[src/rtl/keypad_scanner.sv]
// 4x3 matrix keypad scanner: column drive, row synchronizer, frame classification
// and press/release debounce producing one-hot key levels plus a press pulse.
`timescale 1ns/1ps
module keypad_scanner #(
  parameter int SCAN_DIV = 4,
  parameter int DEBOUNCE = 3
) (
  input  logic       CLK,
  input  logic       RESET,
  input  logic [3:0] ROW,
  output logic [2:0] COL,
  output logic [9:0] BUTTON,
  output logic       STAR,
  output logic       HASH,
  output logic [3:0] KEY_CODE,
  output logic       KEY_VALID
);

  localparam int DW = (SCAN_DIV > 1) ? $clog2(SCAN_DIV) : 1;
  localparam logic [DW-1:0] DWELL_LAST = DW'(SCAN_DIV - 1);
  localparam logic [3:0] DB = 4'(DEBOUNCE);

  typedef enum logic [1:0] {IDLE, PRESS_DB, HELD, REL_DB} state_t;

  logic [3:0]    row_s1_q, row_s2_q;
  logic [DW-1:0] dwell_q, dwell_d;
  logic [1:0]    col_idx_q, col_idx_d;
  logic [2:0]    col_q, col_d;
  logic [11:0]   raw_q, raw_d;
  state_t        state_q, state_d;
  logic [3:0]    cand_q, cand_d;
  logic [3:0]    cnt_q, cnt_d;
  logic [11:0]   level_q, level_d;
  logic [3:0]    code_q, code_d;
  logic          valid_q, valid_d;

  logic          sample, frame_end;
  logic [11:0]   frame_raw;
  logic [3:0]    ones, single_key, cnt_inc, accept_key;
  logic          is_none, is_single, accept, release_key;

  // Raw vector bit index equals the key code of the key at (row, col).
  function automatic logic [3:0] key_of(input logic [1:0] r, input logic [1:0] c);
    int v;
    if (r != 2'd3) v = int'(r) * 3 + int'(c) + 1;
    else if (c == 2'd0) v = 10;
    else if (c == 2'd1) v = 0;
    else v = 11;
    return 4'(v);
  endfunction

  always_comb begin
    dwell_d     = dwell_q;
    col_idx_d   = col_idx_q;
    col_d       = col_q;
    raw_d       = raw_q;
    state_d     = state_q;
    cand_d      = cand_q;
    cnt_d       = cnt_q;
    level_d     = level_q;
    code_d      = code_q;
    valid_d     = 1'b0;
    frame_raw   = raw_q;
    ones        = 4'd0;
    single_key  = 4'd0;
    accept      = 1'b0;
    accept_key  = 4'd0;
    release_key = 1'b0;
    cnt_inc     = cnt_q + 4'd1;

    sample    = (dwell_q == DWELL_LAST);
    frame_end = sample && (col_idx_q == 2'd2);
    dwell_d   = sample ? '0 : dwell_q + 1'b1;

    if (sample) begin
      for (int r = 0; r < 4; r++) frame_raw[key_of(2'(r), col_idx_q)] = ~row_s2_q[r];
      raw_d     = frame_raw;
      col_idx_d = (col_idx_q == 2'd2) ? 2'd0 : col_idx_q + 2'd1;
      col_d     = ~(3'b001 << col_idx_d);
    end

    for (int i = 0; i < 12; i++) begin
      if (frame_raw[i]) begin
        ones       = ones + 4'd1;
        single_key = 4'(i);
      end
    end
    is_none   = (ones == 4'd0);
    is_single = (ones == 4'd1);

    if (frame_end) begin
      case (state_q)
        IDLE: begin
          if (is_single) begin
            cand_d = single_key;
            if (DB <= 4'd1) begin
              accept     = 1'b1;
              accept_key = single_key;
            end else begin
              state_d = PRESS_DB;
              cnt_d   = 4'd1;
            end
          end
        end
        PRESS_DB: begin
          if (is_single && single_key == cand_q) begin
            if (cnt_inc >= DB) begin
              accept     = 1'b1;
              accept_key = cand_q;
            end else begin
              cnt_d = cnt_inc;
            end
          end else begin
            state_d = IDLE;
            cnt_d   = 4'd0;
          end
        end
        HELD: begin
          if (is_none) begin
            if (DB <= 4'd1) release_key = 1'b1;
            else begin
              state_d = REL_DB;
              cnt_d   = 4'd1;
            end
          end
        end
        default: begin
          if (is_none) begin
            if (cnt_inc >= DB) release_key = 1'b1;
            else cnt_d = cnt_inc;
          end else begin
            state_d = HELD;
            cnt_d   = 4'd0;
          end
        end
      endcase
    end

    // Only a fresh acceptance pulses KEY_VALID; a bounce back to HELD keeps levels silently.
    if (accept) begin
      state_d = HELD;
      cnt_d   = 4'd0;
      code_d  = accept_key;
      level_d = 12'd1 << accept_key;
      valid_d = 1'b1;
    end
    if (release_key) begin
      state_d = IDLE;
      cnt_d   = 4'd0;
      level_d = 12'd0;
    end
  end

  always_ff @(posedge CLK or posedge RESET) begin
    if (RESET) begin
      row_s1_q  <= 4'hF;
      row_s2_q  <= 4'hF;
      dwell_q   <= '0;
      col_idx_q <= 2'd0;
      col_q     <= 3'b110;
      raw_q     <= 12'd0;
      state_q   <= IDLE;
      cand_q    <= 4'd0;
      cnt_q     <= 4'd0;
      level_q   <= 12'd0;
      code_q    <= 4'd0;
      valid_q   <= 1'b0;
    end else begin
      row_s1_q  <= ROW;
      row_s2_q  <= row_s1_q;
      dwell_q   <= dwell_d;
      col_idx_q <= col_idx_d;
      col_q     <= col_d;
      raw_q     <= raw_d;
      state_q   <= state_d;
      cand_q    <= cand_d;
      cnt_q     <= cnt_d;
      level_q   <= level_d;
      code_q    <= code_d;
      valid_q   <= valid_d;
    end
  end

  assign COL       = col_q;
  assign BUTTON    = level_q[9:0];
  assign STAR      = level_q[10];
  assign HASH      = level_q[11];
  assign KEY_CODE  = code_q;
  assign KEY_VALID = valid_q;

endmodule

[config.mk]
export PLATFORM = sky130hd
export DESIGN_NAME = keypad_scanner
export DESIGN_NICKNAME = d
export VERILOG_FILES = /design/src/rtl/keypad_scanner.sv
export SDC_FILE = /design/constraint.sdc
export NUM_CORES = 1
export LEC_CHECK = 0
export CORE_ASPECT_RATIO = 1.1
export CORE_MARGIN = 5
export CORE_UTILIZATION = 50
export CTS_CLUSTER_DIAMETER = 120
export CTS_CLUSTER_SIZE = 24
export DETAILED_ROUTE_END_ITERATION = 8
export PLACE_DENSITY = 0.71
export RECOVER_POWER = 100
export SLEW_MARGIN = 0
export SYNTH_ARGS = -nofsm -noshare
export SYNTH_HDL_FRONTEND = slang
export SYNTH_SLANG_ARGS = --single-unit
[constraint.sdc]
create_clock -name CLK -period 20.1 [get_ports CLK]
set_clock_uncertainty 0.2 [all_clocks]
set_input_delay 4.02 -clock CLK [delete_from_list [all_inputs] [get_ports CLK]]
set_output_delay 4.02 -clock CLK [all_outputs]
set_load 0.1 [all_outputs]
# Yosys cells after proc, flatten, opt, wreduce, memory -nomap -nowiden
# Cells that the tools add are included.
# totals
register_bits,54
in_bits,6
out_inout_bits,20
word_cells,148
# classes
add_sub_neg,19
order_cmp,9
n_eq_ne,11
shifts,2
mux,75
bitwise,5
reduce_logical,15
# ops
operator,count
$mux W4,39
$add A4 B1 Y4 const B,13
$bwmux W12,4
$mux W12,3
$lt A4 B5 Y1 const B,4
$mux W2,9
$demux W1 S4,4
$ge A4 B1 Y1 const B,4
$mux W1,14
$ne A4 B4 Y1 const B,3
$pmux W4 S3,1
$shl A1 B4 Y12 const A,1
$eq A2 B2 Y1 const B,3
$logic_and A1 B1 Y1,6
$ne A6 B1 Y1 const B,1
$pmux W2 S3,1
$reduce_and A3 Y1,2
$reduce_and A5 Y1,1
$add A2 B1 Y2 const B,2
$add A3 B1 Y4 const B,1
$add A3 B2 Y4 const A,1
$eq A2 B1 Y1 const B,2
$eq A4 B1 Y1 const B,1
$eq A4 B4 Y1,1
other kinds (11),15

# Depth between registers and ports, before layout
# logic_depth
word_depth,42
ltp_mapped,46
depth_no_buf,43

# Worst setup path before layout
# No wires, ideal clock.
# synth_timing
kind,reg2reg
start,register col_idx_q[0]
end,register level_q[0]
arrival_time_ns,8.078
slack_ns,11.699
path_stages_with_launch,44
synth_period_minus_slack_ns,8.401
cell_sequence,dfrtp_1 ha_1 buf_2 nor2b_1 mux2_2 o221ai_2 ha_1 xnor2_4 ha_1 nor2_1 a21o_1 inv_1 ha_1 nand2_1 a32o_1 inv_1 ha_1 nand2_1 [... 8 more ...] mux2_2 ha_1 nand2_1 o21ai_0 a21oi_1 inv_1 ha_1 nand2_1 nand2_1 ha_1 nand4b_1 nor2_1 or3_1 mux2_4 and3_1 buf_6 buf_6 a32o_1
# synth_via
word_cells_on_any_way,91
classes_between,add/sub: 16; order compare: 8; eq/ne: 4; shift: 1; mux: 53; reduce/logical: 9
# synth_lines
item,line_no,rtl
start: declaration,27,"logic [1:0] col_idx_q, col_idx_d;"
start signal: assignment,172,col_idx_q <= col_idx_d;
$add A2 B2 Y3 or $add A2 B1 Y3 (tied branches),45,if (r != 2'd3) v = int'(r) * 3 + int'(c) + 1;
$add A3 B1 Y4 or $mux W4 (tied branches),"45, 75",
"$mux W4, or another cell as far along",75,if (sample) begin
"$lt A4 B5 Y1 (implied by the code), or another cell as far along",76,"for (int r = 0; r < 4; r++) frame_raw[key_of(2'(r), col_idx_q)] = ~row_s2_q[r];"
$logic_and A1 B1 Y1 (implied by the code) or $mux W1 (tied branches),76,
$mux W1 (implied by the code) or $demux W1 S4 (tied branches),76,
$demux W1 S4 or $bwmux W12 (tied branches),76,
$bwmux W12 (3 in a row),76,
[... 23 more ...],--,
$mux W4,83,if (frame_raw[i]) begin
$eq A4 B1 Y1,89,is_single = (ones == 4'd1);
$logic_and A1 B1 Y1,106,if (is_single && single_key == cand_q) begin
$mux W1,106,
$mux W1,92,case (state_q)
$mux W1 *,91,if (frame_end) begin
via accept,40,"logic is_none, is_single, accept, release_key;"
$reduce_bool A2 Y1 (no source line) *,--,
end signal: assignment,178,level_q <= level_d;
end: declaration,33,"logic [11:0] level_q, level_d;"
# The timed path passes the listed nets; every way through them passes the cells marked *. The select of a mux whose other input is x is not followed.
# A chain may end at the register's enable or synchronous reset.

# Worst setup path after layout
# layout_timing
start,register dwell_q[0]
end,"register code_q[1], in the netlist KEY_CODE[1]"
# layout_via
elab_chain_cells,30
word_cells_on_any_way,46
classes_between,add/sub: 11; eq/ne: 3; mux: 30; reduce/logical: 2
# layout_rtl
item,line_no,rtl
start: declaration,26,"logic [DW-1:0] dwell_q, dwell_d;"
start signal: assignment,171,dwell_q <= dwell_d;
$eq A2 B2 Y1 *,71,sample = (dwell_q == DWELL_LAST);
$mux W12,--,
$mux W1,83,
$add A4 B1 Y4,84,ones = ones + 4'd1;
$mux W4,83,
$add A4 B1 Y4,84,
$mux W4,83,
$add A4 B1 Y4,84,
[... 14 more ...],--,
$mux W4,83,
$add A4 B1 Y4,84,
$mux W4,83,
$eq A4 B1 Y1,89,
$logic_and A1 B1 Y1,106,
$mux W4 or $mux W1 (tied branches),106,
$mux W4 or $mux W1 (tied branches),92,
$mux W4 or $mux W1 (tied branches),91,
end signal: assignment,179,code_q <= code_d;
end: declaration,34,"logic [3:0] code_q, code_d;"
# Mark *: on every way between the ends. The rest lies on a longest branch, timed or not.

==> results.json <==
{
  "status": "complete, but fails checks",
  "violations": "max-capacitance violations, max-slew violations",
  "ant_nets": 0,
  "n_antenna_cell": 0,
  "gr-total-overflow": 0,
  "synth_simple_gate_area_share_pct": 16.8,
  "initial_core_util_pct": 51.9,
  "finalCriticalPeriod_ns": 10.13,
  "drive_above_1_share_pct": 11.6,
  "crit_top_cell": "ha_1",
  "slew_headroom_pct": -85.9,
  "synth_nets": 390,
  "num_rows": 32,
  "routed_wl_um": 7320,
  "syn_area_mm2": 0.00370,
  "synth_warnings": 0,
  "synth_edf_count": 0,
  "clkTransAtPathRegs_ns": 0.11,
  "dieArea_mm2": 0.00921,
  "grt_pass1_wl_um": 13200,
  "h-tree-depth": 2,
  "synth.area.mux_share_pct": 5.38,
  "setup_slack_ns": 9.97,
  "synth_ff_type": "dfrtp_1",
  "crit_arrival_ns": 10.12,
  "hp-class": "flop to flop",
  "nets": 413,
  "antenna_found_initial": 0,
  "yosysSeqAreaShare_pct": 36.9,
  "clock_sinks": 54,
  "clock_tree.root_cell": "clkbuf_8",
  "cts_buffers": 5,
  "end_kind": "flop",
  "worstPathRequired_ns": 20.09,
  "synth_top_family_by_area": "compound AO/OA/AOI/OAI gates",
  "peakVddDrop_uv": 72.7,
  "drtIter0Drc": 66,
  "power_density_mw_per_mm2": 79.8,
  "critPathMaxStageDelay_ns": 0.97,
  "setup_tns_ns": 0,
  "crit_type": "flop to flop",
  "worst_pin_slew_ns": 2.79,
  "post_cts_resized": 0,
  "grt_pass1_vias": 2852,
  "die_x_um": 92.0,
  "clkLatencyLatePin_ns": 0.31,
  "async_flop_share_pct": 100,
  "hold_buffers": 0,
  "rsz0062_at_grt": "false",
  "final_cell_mix": "dfrtp_1, nand2_1, nor2_1",
  "start_kind": "flop",
  "yosys_register_bits": 54,
  "coreArea_mm2": 0.00713,
  "grt_max_degree": 55,
  "fin_cells": 472,
  "post-place-ws_ns": 10.72,
  "post-cts-setup-buffers": 0,
  "dp_hpwl_um": 5460,
  "synthCells": 363,
  "wl_per_cell_um": 15.5,
  "gp_congestion": 0.820,
  "synth_cell_types": 75,
  "post_synth.cell_area_avg_um2": 10.2,
  "grt.total_usage_pct": 17.3,
  "post-route-drc-count": 0,
  "cp_max_fo": 34,
  "cts_tree": "yes",
  "crit_family": "adder cells",
  "layout_commonest_cell": "dfrtp_1",
  "timing.final.crit_share_pct": 50.4,
  "drv_cap": 1,
  "viasPerCell": 5.72,
  "port_buffers": 25,
  "placed_cells": 464,
  "vias": 2699,
  "ios": 26,
  "hold_violations": 0,
  "path_buf_inv": 5,
  "synth-adder-area-share_pct": 7.11,
  "synth_compound_area_share_pct": 17.0,
  "first_pass_iters": 4,
  "die_h_um": 100,
  "setup_viol": 0,
  "finalPower_w": 0.000326,
  "final_max_slew_viol_count": 55,
  "area_growth_pct": 10.4,
  "synth_xor_area_share_pct": 12.2,
  "fmax_mhz": 98.7,
  "clk_path_buf_depth": 2,
  "crit_path_top_delay_cell": "clkbuf_1",
  "p_leak_nw": 1.88
}
[registers in the layout, summed over array words and instances (netlist names)]
signal     count
KEY_CODE       4
raw_q         12
state_q        2
cand_q         4
KEY_VALID      1
dwell_q        2
cnt_q          4
level_q       12
col_idx_q      2
COL            3
row_s1_q       4
row_s2_q       4
[cells by family after synthesis]
family | after synthesis
and+or+nand+nor | 122
AOI/OAI and AO/OA | 79
DFF | 54
buffers and inverters | 38
xor gates and xnor gates | 32
adders and majority gates | 21
muxes | 17
[synth_stat cells, types with 6 or more instances]
cell      number  area, um2
inv_1         21       78.8
mux2i_1        6       60.1
dfrtp_1       44       1100
xnor2_1       14        123
ha_1          21        263
nor2b_1        7       43.8
nand3_1        6       30.0
dfstp_2       10        263
nor2_1        32        120
o21ai_0       10       50.1
xor2_1         6       52.6
nand2b_1       8       50.1
a31oi_1        8       50.1
a32o_1        15        150
a21oi_1       14       70.1
nand2_1       34        128
[metrics by stage]
stage	hold WS [ns]	instance area (um2)	util, %
after floorplan	0.145	3700	-
after global placement	0.146	4000	56.2
after detailed placement	0.148	4000	56.2
after CTS	0.157	4150	58.2
after global routing	0.169	4080	57.3
final	0.145	4080	57.3
[power breakdown]
group          switching, W  leakage (nW)  internal [W]
registers         0.0000103         0.689      0.000116
logic             0.0000617          1.12     0.0000486
clock network     0.0000362        0.0714     0.0000531
[layout make-up]
cell class | instances | area, um2
sequential | 54 | 1360
inverter | 26 | 100
clock inverter | 2 | 60.1
multi-input combinational | 271 | 2100
tap | 85 | 106
timing repair buffer | 28 | 265
fill | 627 | 3050
clock buffer | 6 | 82.6
[layer usage]
metal	share of wire, %	routed length [um]	GRT usage (%)	vias to the layer above
met3	2.3	166	3.00	8
met2	50	3680	29.9	36
met1	46	3390	22.7	1311
met5	0	0	0	-
li1	-	-	-	1344
met4	1.2	87	4.34	0
[final timing paths]
path                                       start                       to  slack [ns]  cells after the start
setup / recovery            dwell_q[0]$_DFF_PP0_  KEY_CODE[1]$_DFFE_PP0P_        9.97                     41
hold / removal             row_s1_q[1]$_DFF_PP1_    row_s2_q[1]$_DFF_PP1_        0.15                      0
setup reg to reg            dwell_q[0]$_DFF_PP0_  KEY_CODE[1]$_DFFE_PP0P_        9.97                     41
hold reg to reg            row_s1_q[1]$_DFF_PP1_    row_s2_q[1]$_DFF_PP1_        0.15                      0
max in group asynchronous                  RESET     cnt_q[1]$_DFFE_PP0P_       13.12                      3
min in group asynchronous                  RESET       raw_q[1]$_DFF_PP0_        5.00                      3
Power figures use the tool's default switching activity.
